**config.mk**
```make
export PLATFORM = sky130hd
export DESIGN_NAME = rca_nibble_scheduler
export DESIGN_NICKNAME = d
export VERILOG_FILES = /design/src/rtl/rca_nibble_scheduler_pkg.sv /design/src/rtl/rca_nibble_slice.sv /design/src/rtl/rca_nibble_scheduler.sv
export SDC_FILE = /design/constraint.sdc
export NUM_CORES = 1
export LEC_CHECK = 0
export ABC_AREA = 1
export CELL_PAD_IN_SITES_DETAIL_PLACEMENT = 0
export CELL_PAD_IN_SITES_GLOBAL_PLACEMENT = 1
export CORE_UTILIZATION = 33
export CTS_BUF_LIST = sky130_fd_sc_hd__clkbuf_2 sky130_fd_sc_hd__clkbuf_4 sky130_fd_sc_hd__clkbuf_8
export DETAILED_ROUTE_END_ITERATION = 8
export GPL_ROUTABILITY_DRIVEN = 0
export PLACE_DENSITY_LB_ADDON = 0.1
export SKIP_LAST_GASP = 1
export SLEW_MARGIN = 20
export SYNTH_ARGS = -nofsm -noshare
export SYNTH_HDL_FRONTEND = slang
export SYNTH_SLANG_ARGS = --single-unit
export TNS_END_PERCENT = 20
```
**constraint.sdc**
```tcl
create_clock -name clk -period 3.8 [get_ports clk]
set_input_delay 0.95 -clock clk [delete_from_list [all_inputs] [get_ports clk]]
set_output_delay 0.95 -clock clk [all_outputs]
set_load 0.02 [all_outputs]
```
**src/rtl/rca_nibble_scheduler_pkg.sv**
```systemverilog
// Shared types and helpers for the nibble-serial adder scheduler.
package rca_sched_pkg;
    typedef enum logic [1:0] {IDLE, ADD, DONE} state_t;

    localparam int NIBBLE  = 4;
    localparam int MAX_REQ = 32;

    // Walks from farthest to nearest so the first valid after 'last' wins.
    function automatic int rr_pick(input logic [MAX_REQ-1:0] valid, input int nreq, input int last);
        int pick;
        int idx;
        pick = 0;
        for (int k = MAX_REQ; k >= 1; k--) begin
            if (k <= nreq) begin
                idx = (last + k) % nreq;
                if (valid[idx]) pick = idx;
            end
        end
        return pick;
    endfunction
endpackage

```
**src/rtl/rca_nibble_slice.sv**
```systemverilog
// Combinational 4-bit ripple-carry adder slice; the resource shared by all requesters.
module rca_nibble_slice
    import rca_sched_pkg::*;
(
    input  logic [NIBBLE-1:0] a,
    input  logic [NIBBLE-1:0] b,
    input  logic              cin,
    output logic [NIBBLE-1:0] s,
    output logic              cout
);
    logic [NIBBLE:0] c;

    always_comb begin
        s    = '0;
        c    = '0;
        c[0] = cin;
        for (int i = 0; i < NIBBLE; i++) begin
            s[i]   = a[i] ^ b[i] ^ c[i];
            c[i+1] = (a[i] & b[i]) | (c[i] & (a[i] ^ b[i]));
        end
    end

    assign cout = c[NIBBLE];
endmodule

```
**src/rtl/rca_nibble_scheduler.sv**
```systemverilog
// Round-robin scheduler sharing one nibble adder slice; adds run LSB nibble first.
module rca_nibble_scheduler
    import rca_sched_pkg::*;
#(
    parameter int NREQ  = 2,
    parameter int WIDTH = 16
) (
    input  logic                    clk,
    input  logic                    rst_n,
    input  logic [NREQ-1:0]         req_valid,
    output logic [NREQ-1:0]         req_ready,
    input  logic [NREQ*WIDTH-1:0]   req_a,
    input  logic [NREQ*WIDTH-1:0]   req_b,
    input  logic [NREQ-1:0]         req_cin,
    output logic                    rsp_valid,
    input  logic                    rsp_ready,
    output logic [$clog2(NREQ)-1:0] rsp_id,
    output logic [WIDTH-1:0]        rsp_sum,
    output logic                    rsp_cout,
    output logic                    busy
);
    localparam int NIB  = WIDTH / NIBBLE;
    localparam int NIBW = (NIB > 1) ? $clog2(NIB) : 1;
    localparam int IDW  = $clog2(NREQ);

    if (WIDTH % NIBBLE != 0 || WIDTH < NIBBLE) begin : g_bad_width
        $fatal(1, "rca_nibble_scheduler: WIDTH must be a positive multiple of 4");
    end
    if (NREQ < 2 || NREQ > MAX_REQ) begin : g_bad_nreq
        $fatal(1, "rca_nibble_scheduler: NREQ must be in 2..32");
    end

    state_t            state;
    logic [WIDTH-1:0]  op_a, op_b, sum_reg;
    logic              carry_reg;
    logic [NIBW-1:0]   nib_idx;
    logic [IDW-1:0]    last_grant, id_reg, grant;
    logic [NIBBLE-1:0] sl_a, sl_b, sl_s;
    logic              sl_cout;
    int                nib_base;

    assign grant = IDW'(rr_pick(MAX_REQ'(req_valid), NREQ, int'(last_grant)));

    always_comb begin
        req_ready = '0;
        if (rst_n && state == IDLE && |req_valid) req_ready[grant] = 1'b1;
    end

    assign nib_base = int'(nib_idx) * NIBBLE;
    assign sl_a     = op_a[nib_base +: NIBBLE];
    assign sl_b     = op_b[nib_base +: NIBBLE];

    rca_nibble_slice u_slice (
        .a    (sl_a),
        .b    (sl_b),
        .cin  (carry_reg),
        .s    (sl_s),
        .cout (sl_cout)
    );

    always_ff @(posedge clk) begin
        if (!rst_n) begin
            state      <= IDLE;
            op_a       <= '0;
            op_b       <= '0;
            sum_reg    <= '0;
            carry_reg  <= 1'b0;
            nib_idx    <= '0;
            id_reg     <= '0;
            last_grant <= IDW'(NREQ - 1);
            rsp_valid  <= 1'b0;
        end else begin
            case (state)
                IDLE: if (|(req_valid & req_ready)) begin
                    op_a       <= req_a[int'(grant) * WIDTH +: WIDTH];
                    op_b       <= req_b[int'(grant) * WIDTH +: WIDTH];
                    carry_reg  <= req_cin[grant];
                    id_reg     <= grant;
                    last_grant <= grant;
                    nib_idx    <= '0;
                    state      <= ADD;
                end
                ADD: begin
                    sum_reg[nib_base +: NIBBLE] <= sl_s;
                    carry_reg                   <= sl_cout;
                    nib_idx                     <= nib_idx + 1'b1;
                    if (nib_idx == NIBW'(NIB - 1)) begin
                        nib_idx   <= '0;
                        rsp_valid <= 1'b1;
                        state     <= DONE;
                    end
                end
                DONE: if (rsp_ready) begin
                    rsp_valid <= 1'b0;
                    state     <= IDLE;
                end
                default: state <= IDLE;
            endcase
        end
    end

    // Result fields come straight from the working registers; they only change outside DONE.
    assign rsp_sum  = sum_reg;
    assign rsp_cout = carry_reg;
    assign rsp_id   = id_reg;
    assign busy     = (state != IDLE);
endmodule

```
* Yosys cells after proc, flatten, opt, wreduce, memory -nomap -nowiden
Index checks and enable logic that the tools add are counted.
** Storage, ports and cells
- Input bits :: 71
- Flip-flop bits (word level) :: 56
- Word-level logic and storage cells :: 91
** Operators by class
- Multiplexer cells :: 26
- Equal/unequal tests :: 6
- Magnitude comparators :: 4
- Shift operators :: 6
- Reductions and logical operators :: 13
- Bitwise logic cells :: 23
- Add/subtract/negate cells :: 4
** Operators by type and width (number)
- $shiftx 32x6->16 :: 2
- $neg 4->33 :: 1
- $shift 4x33->16 const A :: 1
- $shiftx 4x33->16 :: 1
- $shiftx 16x5->4 :: 2
- $bwmux 16 :: 1
- $lt 2x7->1 const B :: 2
- $mux 1 :: 12
- $mux 2 :: 6
- $and 1x1->1 :: 8
- $xor 1x1->1 :: 8
- $pmux 2 s3 :: 1
- $reduce_and 3->1 :: 2
- $reduce_bool 2->1 :: 3
- $bmux 1 s2 :: 2
- $eq 2x2->1 const B :: 2
- $ne 2x2->1 const B :: 2
- $or 1x1->1 :: 4
- $pmux 1 s2 :: 2
- $pmux 2 s2 :: 1
- $reduce_and 2->1 :: 2
- $reduce_or 2->1 :: 2
- $logic_and 1x1->1 :: 3
- $add 1x1->1 const B :: 2
- 9 further kinds :: 10

* Longest topological paths before layout
Gate-level depths: netlist of run 1.
- Depth after elaboration :: 16
- Gate-level depth with buffers :: 13
- Mapped depth without buffers :: 12

* Modules after synthesis
Synthesis of run 1 repeated with hierarchy kept, for this count alone.
** Unflattened totals
- Cell total of the unflattened synthesis :: 455
- Area total of the unflattened synthesis :: 3005.4 µm²
** Modules (own cells, without submodules)
- rca_nibble_scheduler :: instances 1, cells an instance 441, area an instance 2887.8 µm²
- rca_nibble_slice :: instances 1, cells an instance 14, area an instance 117.6 µm²

* Worst setup path after synthesis of run 1
Ideal clock, no wire load.
- Kind :: register to register
- Start :: register nib_idx[1]
- End :: register sum_reg[15], in the netlist rsp_sum[15]
- Library setup time :: 0.132 ns
- Path buffers :: 1
- Data required time :: 3.668 ns
- Arrival time :: 2.675 ns
- Cell stages (with the launch flop) :: 13
- Setup slack :: 0.992 ns
- Cells stage by stage :: dfxtp_1 -> inv_1 -> clkbuf_1 -> a32o_1 -> fa_1 -> fa_1 -> inv_1 -> fa_1 -> fa_1 -> nand2_1 -> nor2_1 -> nand2_1 -> a21oi_1
** Between the ends
- Longest elaborated chain between the ends :: 11
- Elaborated cells between the ends (all ways) :: 23
- Classes of those cells :: add/sub (1); shift (4); mux (1); bitwise (17)
** Ends and longest elaborated chain
- from (decl) :: line rca_nibble_scheduler.sv:36 : logic [NIBW-1:0] nib_idx;
- from (signal assigned) :: line rca_nibble_scheduler.sv:86 : nib_idx <= nib_idx + 1'b1;
- $shiftx 16x5->4 (on tied branches) :: line rca_nibble_scheduler.sv:50, rca_nibble_scheduler.sv:51
- $xor 1x1->1 :: line rca_nibble_slice.sv:18, rca_nibble_slice.sv:19
- $and 1x1->1 :: line rca_nibble_slice.sv:19 : c[i+1] = (a[i] & b[i]) | (c[i] & (a[i] ^ b[i]));
- $or 1x1->1 :: line rca_nibble_slice.sv:19
- $and 1x1->1 :: line rca_nibble_slice.sv:19
- $or 1x1->1 :: line rca_nibble_slice.sv:19
- $and 1x1->1 :: line rca_nibble_slice.sv:19
- $or 1x1->1 :: line rca_nibble_slice.sv:19
- $xor 1x1->1 :: line rca_nibble_slice.sv:18 : s[i] = a[i] ^ b[i] ^ c[i];
- $shiftx 4x33->16 :: line rca_nibble_scheduler.sv:84 : sum_reg[nib_base +: NIBBLE] <= sl_s;
- $bwmux 16 (*) :: line rca_nibble_scheduler.sv:84
- to (signal, indexed assignment) :: line rca_nibble_scheduler.sv:84
- to (decl) :: line rca_nibble_scheduler.sv:34 : logic [WIDTH-1:0] op_a, op_b, sum_reg;
Mark *: on every way between the ends. The rest lies on a longest branch, timed or not.
A chain may end at the register's enable or synchronous reset.

* Final worst setup path of run 1
- Start :: input req_valid[1]
- End :: output req_ready[1]
** Between the ends
- Longest elaborated chain between the ends :: 10
- Elaborated cells between the ends (all ways) :: 16
- Classes of those cells :: order compare (2); mux (11); reduce/logical (3)
** Ends and longest elaborated chain
- from (decl) :: line rca_nibble_scheduler.sv:10 : input logic [NREQ-1:0] req_valid,
- $bmux 1 s2 :: line rca_nibble_scheduler_pkg.sv:16 : if (valid[idx]) pick = idx;
- $mux 1 (implied by the code) (2 in a row) :: line rca_nibble_scheduler_pkg.sv:16
- $mux 1 (2 in a row) :: line rca_nibble_scheduler_pkg.sv:16
- $lt 1x2->1 (implied by the code) or $ge 1x1->1 (tied branches) :: line rca_nibble_scheduler.sv:46 : if (rst_n && state == IDLE && |req_valid) req_ready[grant] = 1'b1;
- $logic_and 1x1->1 (implied by the code) :: line rca_nibble_scheduler.sv:46
- $mux 1 (implied by the code) :: line rca_nibble_scheduler.sv:46
- $demux 1 s1 :: line rca_nibble_scheduler.sv:46
- $mux 2 (*) :: line rca_nibble_scheduler.sv:46
- to (decl) :: line rca_nibble_scheduler.sv:11 : output logic [NREQ-1:0] req_ready,
Mark *: on every way between the ends. The rest lies on a longest branch, timed or not. The select of a mux whose other input is x is not followed.

==> results of run 1 <==
==> where the power goes <==
group | internal (mW) | switching, mW | total, mW
Sequential | 0.620 | 0.0186 | 0.638
Combinational | 0.161 | 0.193 | 0.353
Clock | 0.126 | 0.198 | 0.324
==> cells by family (layout without fill, tap and decap cells) <==
group	count (synthesis)	after routing	share of synthesized area
buffers and inverters	51	131	0.0859
DFF	56	56	0.374
and+or+nand+nor	245	245	0.339
AOI/OAI and AO/OA	84	84	0.149
adders and majority gates	10	10	0.0517
==> routing by layer <==
metal | vias to the layer above | routed length, µm
met4 | 0 | 72
met2 | 78 | 3340
met3 | 4 | 392
met1 | 1311 | 4260
met5 | - | 0
li1 | 1602 | -
==> critical path: stages <==
cell	delay (ps)
clkdlybuf4s50_1	580
buf_4	230
nand2_2	100
nor2_4	130
clkdlybuf4s50_1	610
==> through the flow <==
step | instances | util | area [µm²] | hold WS (ps) | worst slack (ps)
final | 634 | 0.460 | 4040 | 471 | 243
after global placement | 627 | 0.451 | 3950 | 454 | 272
after CTS | 634 | 0.460 | 4040 | 472 | 263
after global routing | 634 | 0.460 | 4040 | 493 | 195
after floorplan | 446 | - | 3000 | 440 | 992
after detailed placement | 627 | 0.451 | 3950 | 456 | 269
==> synth_stat cells, drive strengths merged <==
cell / instances / area [µm²]
nand3: 41 / 218
a32o: 4 / 40.0
fa: 4 / 80.1
nor2: 23 / 98.8
nand4: 4 / 25.0
buf: 20 / 140
clkbuf: 8 / 30.0
dfxtp: 56 / 1120
nor3: 2 / 10.0
ha: 6 / 75.1
nand2: 175 / 667
clkinv: 2 / 8.75
inv: 21 / 78.8
o21ai: 18 / 90.1
o22ai: 4 / 25.0
o21a: 1 / 7.51
a21oi: 57 / 285
==> path summary, 6_finish.rpt <==
path	start	to	slack, ps
worst min register to register	op_b[6]	op_b[6]	470
worst max register to register	nib_idx[1]	rsp_sum[7]	660
worst max-delay path	req_valid[1]	req_ready[1]	240
worst min-delay path	op_b[6]	op_b[6]	470
==> flip-flops by register name, summed over array words and instances, names as in the netlist <==
signal      flops
rsp_valid       1
last_grant      1
state           2
nib_idx         2
op_a           16
rsp_id          1
rsp_cout        1
op_b           16
rsp_sum        16
==> cell type report <==
type | count | area [µm²]
inverter | 23 | 87.6
tap | 108 | 135
sequential | 56 | 1120
multi-input combinational | 339 | 1620
clock inverter | 2 | 12.5
timing repair buffer | 101 | 988
fill | 952 | 4730
clock buffer | 5 | 68.8
==> impl_metrics.ini, run 1 <==
[run_status]
status = complete, no violations

[power]
powerDensity_nw_per_um2 = 326
p_leak_nw = 1.64
peakVddDrop_v = 0.000146
power_mw = 1.32

[placed_design]
dpl.hpwl_um = 5920
portBuffers = 92

[synthesis]
ys_ff_latch = 56
synth_seq_area_share = 0.374
ys_warn_count = 0
avgSynthCellArea_um2 = 6.73
synth_cells = 446
syn_area_um2 = 3000
synthDistinctLibCells = 25
syn_nets = 527

[global_route]
grt_pass1_wl_um = 13700
grt_usage = 0.175
grt_overflow = 0
grt_util_met3 = 0.0273
use_met2 = 0.256
grt_pass1_vias = 2782
grt_max_degree = 38
grt_use_met1 = 0.265
grt_busiest_layer = met1
grt_antenna_before_repair = 0

[route]
ant_nets = 0
drc = 0
drtIter0Drc = 92
firstDrtPassIters = 4
post_drt_wl_per_cell_um = 12.7
drt-total-wl_um = 8060
route.vias.total = 2995
viasPerCell = 4.72

[die]
boundaryPins = 93
die_w_um = 97.4
die_area_um2 = 9480
core_area_um2 = 8760
die_h_um = 97.4
num_rows = 34
initial_core_util = 0.342

[sta]
slew_viol_final = 0
hold_violations = 0
fin_skew_ps = 6.13
rsz0062_at_grt = false
fin_crit_sh = 0.936
finalCriticalPeriod_ps = 3560
slew_headroom = 0.685
fin_tns_setup_ps = 0
worst_pin_slew_ps = 469
fmax_mhz = 281
finalSetupViolations = 0

[cells_and_area]
drive_gt1_frac = 0.0513
layout_commonest_cell = nand2_1
insertedDiodeCount = 0
area_growth_syn_to_layout_pct = 34.5
final_cell_mix = nand2_1 (171), clkdlybuf4s50_1 (92), a21oi_1 (57), dfxtp_1 (56), nand3_1 (40)
nets = 607

[cts]
cts_buffers = 5
hold_buffers = 0
cts_resized = 0
clock_path_buffers = 2
postCtsSetupRepairBufs = 0
clock_latency_ps = 310
cts.root.buffer_cell = clkbuf_8
cts_max_level = 2
cts_tree = built
cts.clk_slew.worst_paths_ps = 100
cts.sinks = 56

[worst_setup_path]
crit_type = primary input to output port
critPathRequiredTime_ps = 2850
path_max_fanout = 11
crit_arrival_ps = 2610
startpoint_type = primary input
r2r_cells = 11
end_kind = output port

[min_path]
min_path_type = flop to flop
min_path_cells = 2

[run]
maxCapViolations = 0
(Power assumes the default switching activity.)
==> inputs of run 2 (changes only) <==
--- a/config.mk
+++ b/config.mk
@@ -6,6 +6,7 @@
 export NUM_CORES = 1
 export LEC_CHECK = 0
 export ABC_AREA = 1
+export CAP_MARGIN = 25
 export CELL_PAD_IN_SITES_DETAIL_PLACEMENT = 0
 export CELL_PAD_IN_SITES_GLOBAL_PLACEMENT = 1
 export CORE_UTILIZATION = 33
==> results of run 2 <==
Same layout as run 1: the final DEF is identical, and so are final timing and power.
==> inputs of run 3 (changes only) <==
--- a/config.mk
+++ b/config.mk
@@ -9,6 +9,7 @@
 export CAP_MARGIN = 25
 export CELL_PAD_IN_SITES_DETAIL_PLACEMENT = 0
 export CELL_PAD_IN_SITES_GLOBAL_PLACEMENT = 1
+export CORE_ASPECT_RATIO = 0.9
 export CORE_UTILIZATION = 33
 export CTS_BUF_LIST = sky130_fd_sc_hd__clkbuf_2 sky130_fd_sc_hd__clkbuf_4 sky130_fd_sc_hd__clkbuf_8
 export DETAILED_ROUTE_END_ITERATION = 8
==> constraint.sdc (replaced) <==
create_clock -name clk -period 3.8 [get_ports clk]
set_input_delay 0.95 -clock clk [delete_from_list [all_inputs] [get_ports clk]]
set_output_delay 0.95 -clock clk [all_outputs]
set_load 0.005 [all_outputs]
==> run 3 against run 2 <==
Effect of this change: setup slack better by 71 ps; clock power is 30% higher; sequential share of layout area is 0.40 points lower; combinational power is 3% lower; power is 6.7% higher; design area is 1.5% higher; die area hardly changed; global-route usage is 0.68 points higher; sequential power hardly changed; register-to-register slack worse by 20 ps; critical endpoint unchanged; largest cell class unchanged.
==> impl_metrics.ini, run 3 (synthesized netlist as in run 1, its figures left out) <==
[route]
ant_nets = 0
drtIter0Drc = 108
firstDrtPassIters = 4
drt-total-wl_um = 8010
drc = 0
route.vias.total = 3032
viasPerCell = 4.69
post_drt_wl_per_cell_um = 12.4

[cells_and_area]
fin_util = 0.471
layout_commonest_cell = nand2_1
nets = 607
fillCellCount = 942
layoutNonFillerInstCount = 646
area_growth_syn_to_layout_pct = 36.4
final_cell_mix = nand2_1 (171), clkdlybuf4s50_1 (92), a21oi_1 (57), dfxtp_1 (56), nand3_1 (40)
drive_gt1_frac = 0.0531
insertedDiodeCount = 0
final_area_um2 = 4090

[sta]
fin_crit_sh = 0.917
fin_hold_ws_ps = 468
fmax_mhz = 287
hold_violations = 0
worst_pin_slew_ps = 488
slew_viol_final = 0
fin_tns_setup_ps = 0
slew_headroom = 0.674
finalCriticalPeriod_ps = 3490
rsz0062_at_grt = false
fin_skew_ps = 7.63
finalSetupViolations = 0
fin_ws_ps = 315

[global_route]
grt_max_degree = 43
grt_busiest_layer = met2
grt_usage = 0.181
grt_pass1_vias = 2858
use_met2 = 0.272
grt_pass1_wl_um = 13600
grt_util_met3 = 0.0279
grt_use_met1 = 0.272
grt_overflow = 0
grt_antenna_before_repair = 0

[worst_setup_path]
crit_type = primary input to output port
crit_slowest_cell = clkdlybuf4s50_1
crit_family = buffers and inverters
crit_start = req_valid[1]
startpoint_type = primary input
path_max_fanout = 12
critPathMaxStageDelay_ps = 600
end_kind = output port
reg2reg_from = nib_idx[1]
crit_arrival_ps = 2540
crit_chain = clkdlybuf4s50_1 -> buf_4 -> nand2_2 -> nor2_4 -> clkdlybuf4s50_1
path_common_cell = clkdlybuf4s50_1
critPathRequiredTime_ps = 2850
crit_buf_inv = 3

[die]
die_area_um2 = 9480
core_area_um2 = 8690
num_rows = 32
die_h_um = 92.5
boundaryPins = 93
initial_core_util = 0.345
die_w_um = 103

[cts]
cts.root.buffer_cell = clkbuf_8
cts_tree = built
cts.sinks = 56
cts_max_level = 2
clock_latency_ps = 310
cts.clk_slew.worst_paths_ps = 90
cts_buffers = 5
cts_resized = 0
postCtsSetupRepairBufs = 0
clock_path_buffers = 2
hold_buffers = 0

[power]
peakVddDrop_v = 0.000160
power_mw = 1.40
p_leak_nw = 1.67
powerDensity_nw_per_um2 = 343

[placed_design]
dpl-instance-area_um2 = 3970
dpl.hpwl_um = 5970
preCtsSetupSlack_ps = 330
portBuffers = 92
dpl.cell_count = 638

[run_status]
status = complete, no violations

[min_path]
hold_start = rsp_valid
min_path_type = flop to flop

[run]
maxCapViolations = 0
[run 3: cell types whose count changed in the layout (fill, tap and decap cells not counted), sizes merged]
cell      delta
bufinv       +1
clkbuf       +2
clkinv       -1
clkinvlp     -1
[run 3: per-layer routing]
metal,vias to the layer above,share of wire
met1,1334,0.53
met4,0,0.0090
li1,1610,-
met3,5,0.050
met5,-,0
met2,83,0.41
[run 3: power breakdown]
| part | switching [mW] | total (mW) | leakage, nW | internal (mW) |
|---|---|---|---|---|
| Sequential | 0.0208 | 0.640 | 0.457 | 0.620 |
| Clock | 0.189 | 0.421 | 0.0645 | 0.233 |
| Combinational | 0.181 | 0.341 | 1.15 | 0.160 |
[run 3: area by class of cell]
cell class                      count  area, µm²  share of cell area
Multi-Input combinational cell    339       1620               0.396
Sequential cell                    56       1120               0.274
Timing Repair Buffer              101        988               0.241
Tap cell                          119        149              0.0364
Clock buffer                        7       96.3              0.0235
Inverter                           23       87.6              0.0214
Clock inverter                      1       30.0             0.00733
[run 3: final timing paths]
path                  endpoint  slack, ps  cells after the start
setup / recovery  req_ready[1]        310                      5
hold reg to reg      rsp_valid        470                      2
hold / removal       rsp_valid        470                      2
setup reg to reg   rsp_sum[15]        640                     11
[run 3: worst reg2reg max path, delay by kind of cell, from the launching register on]
| family | cells | cell delay, ps |
|---|---|---|
| compound gates | 2 | 430 |
| fa+ha+maj | 4 | 1440 |
| buf+inv | 2 | 410 |
| flops | 1 | 540 |
| simple gates | 3 | 210 |
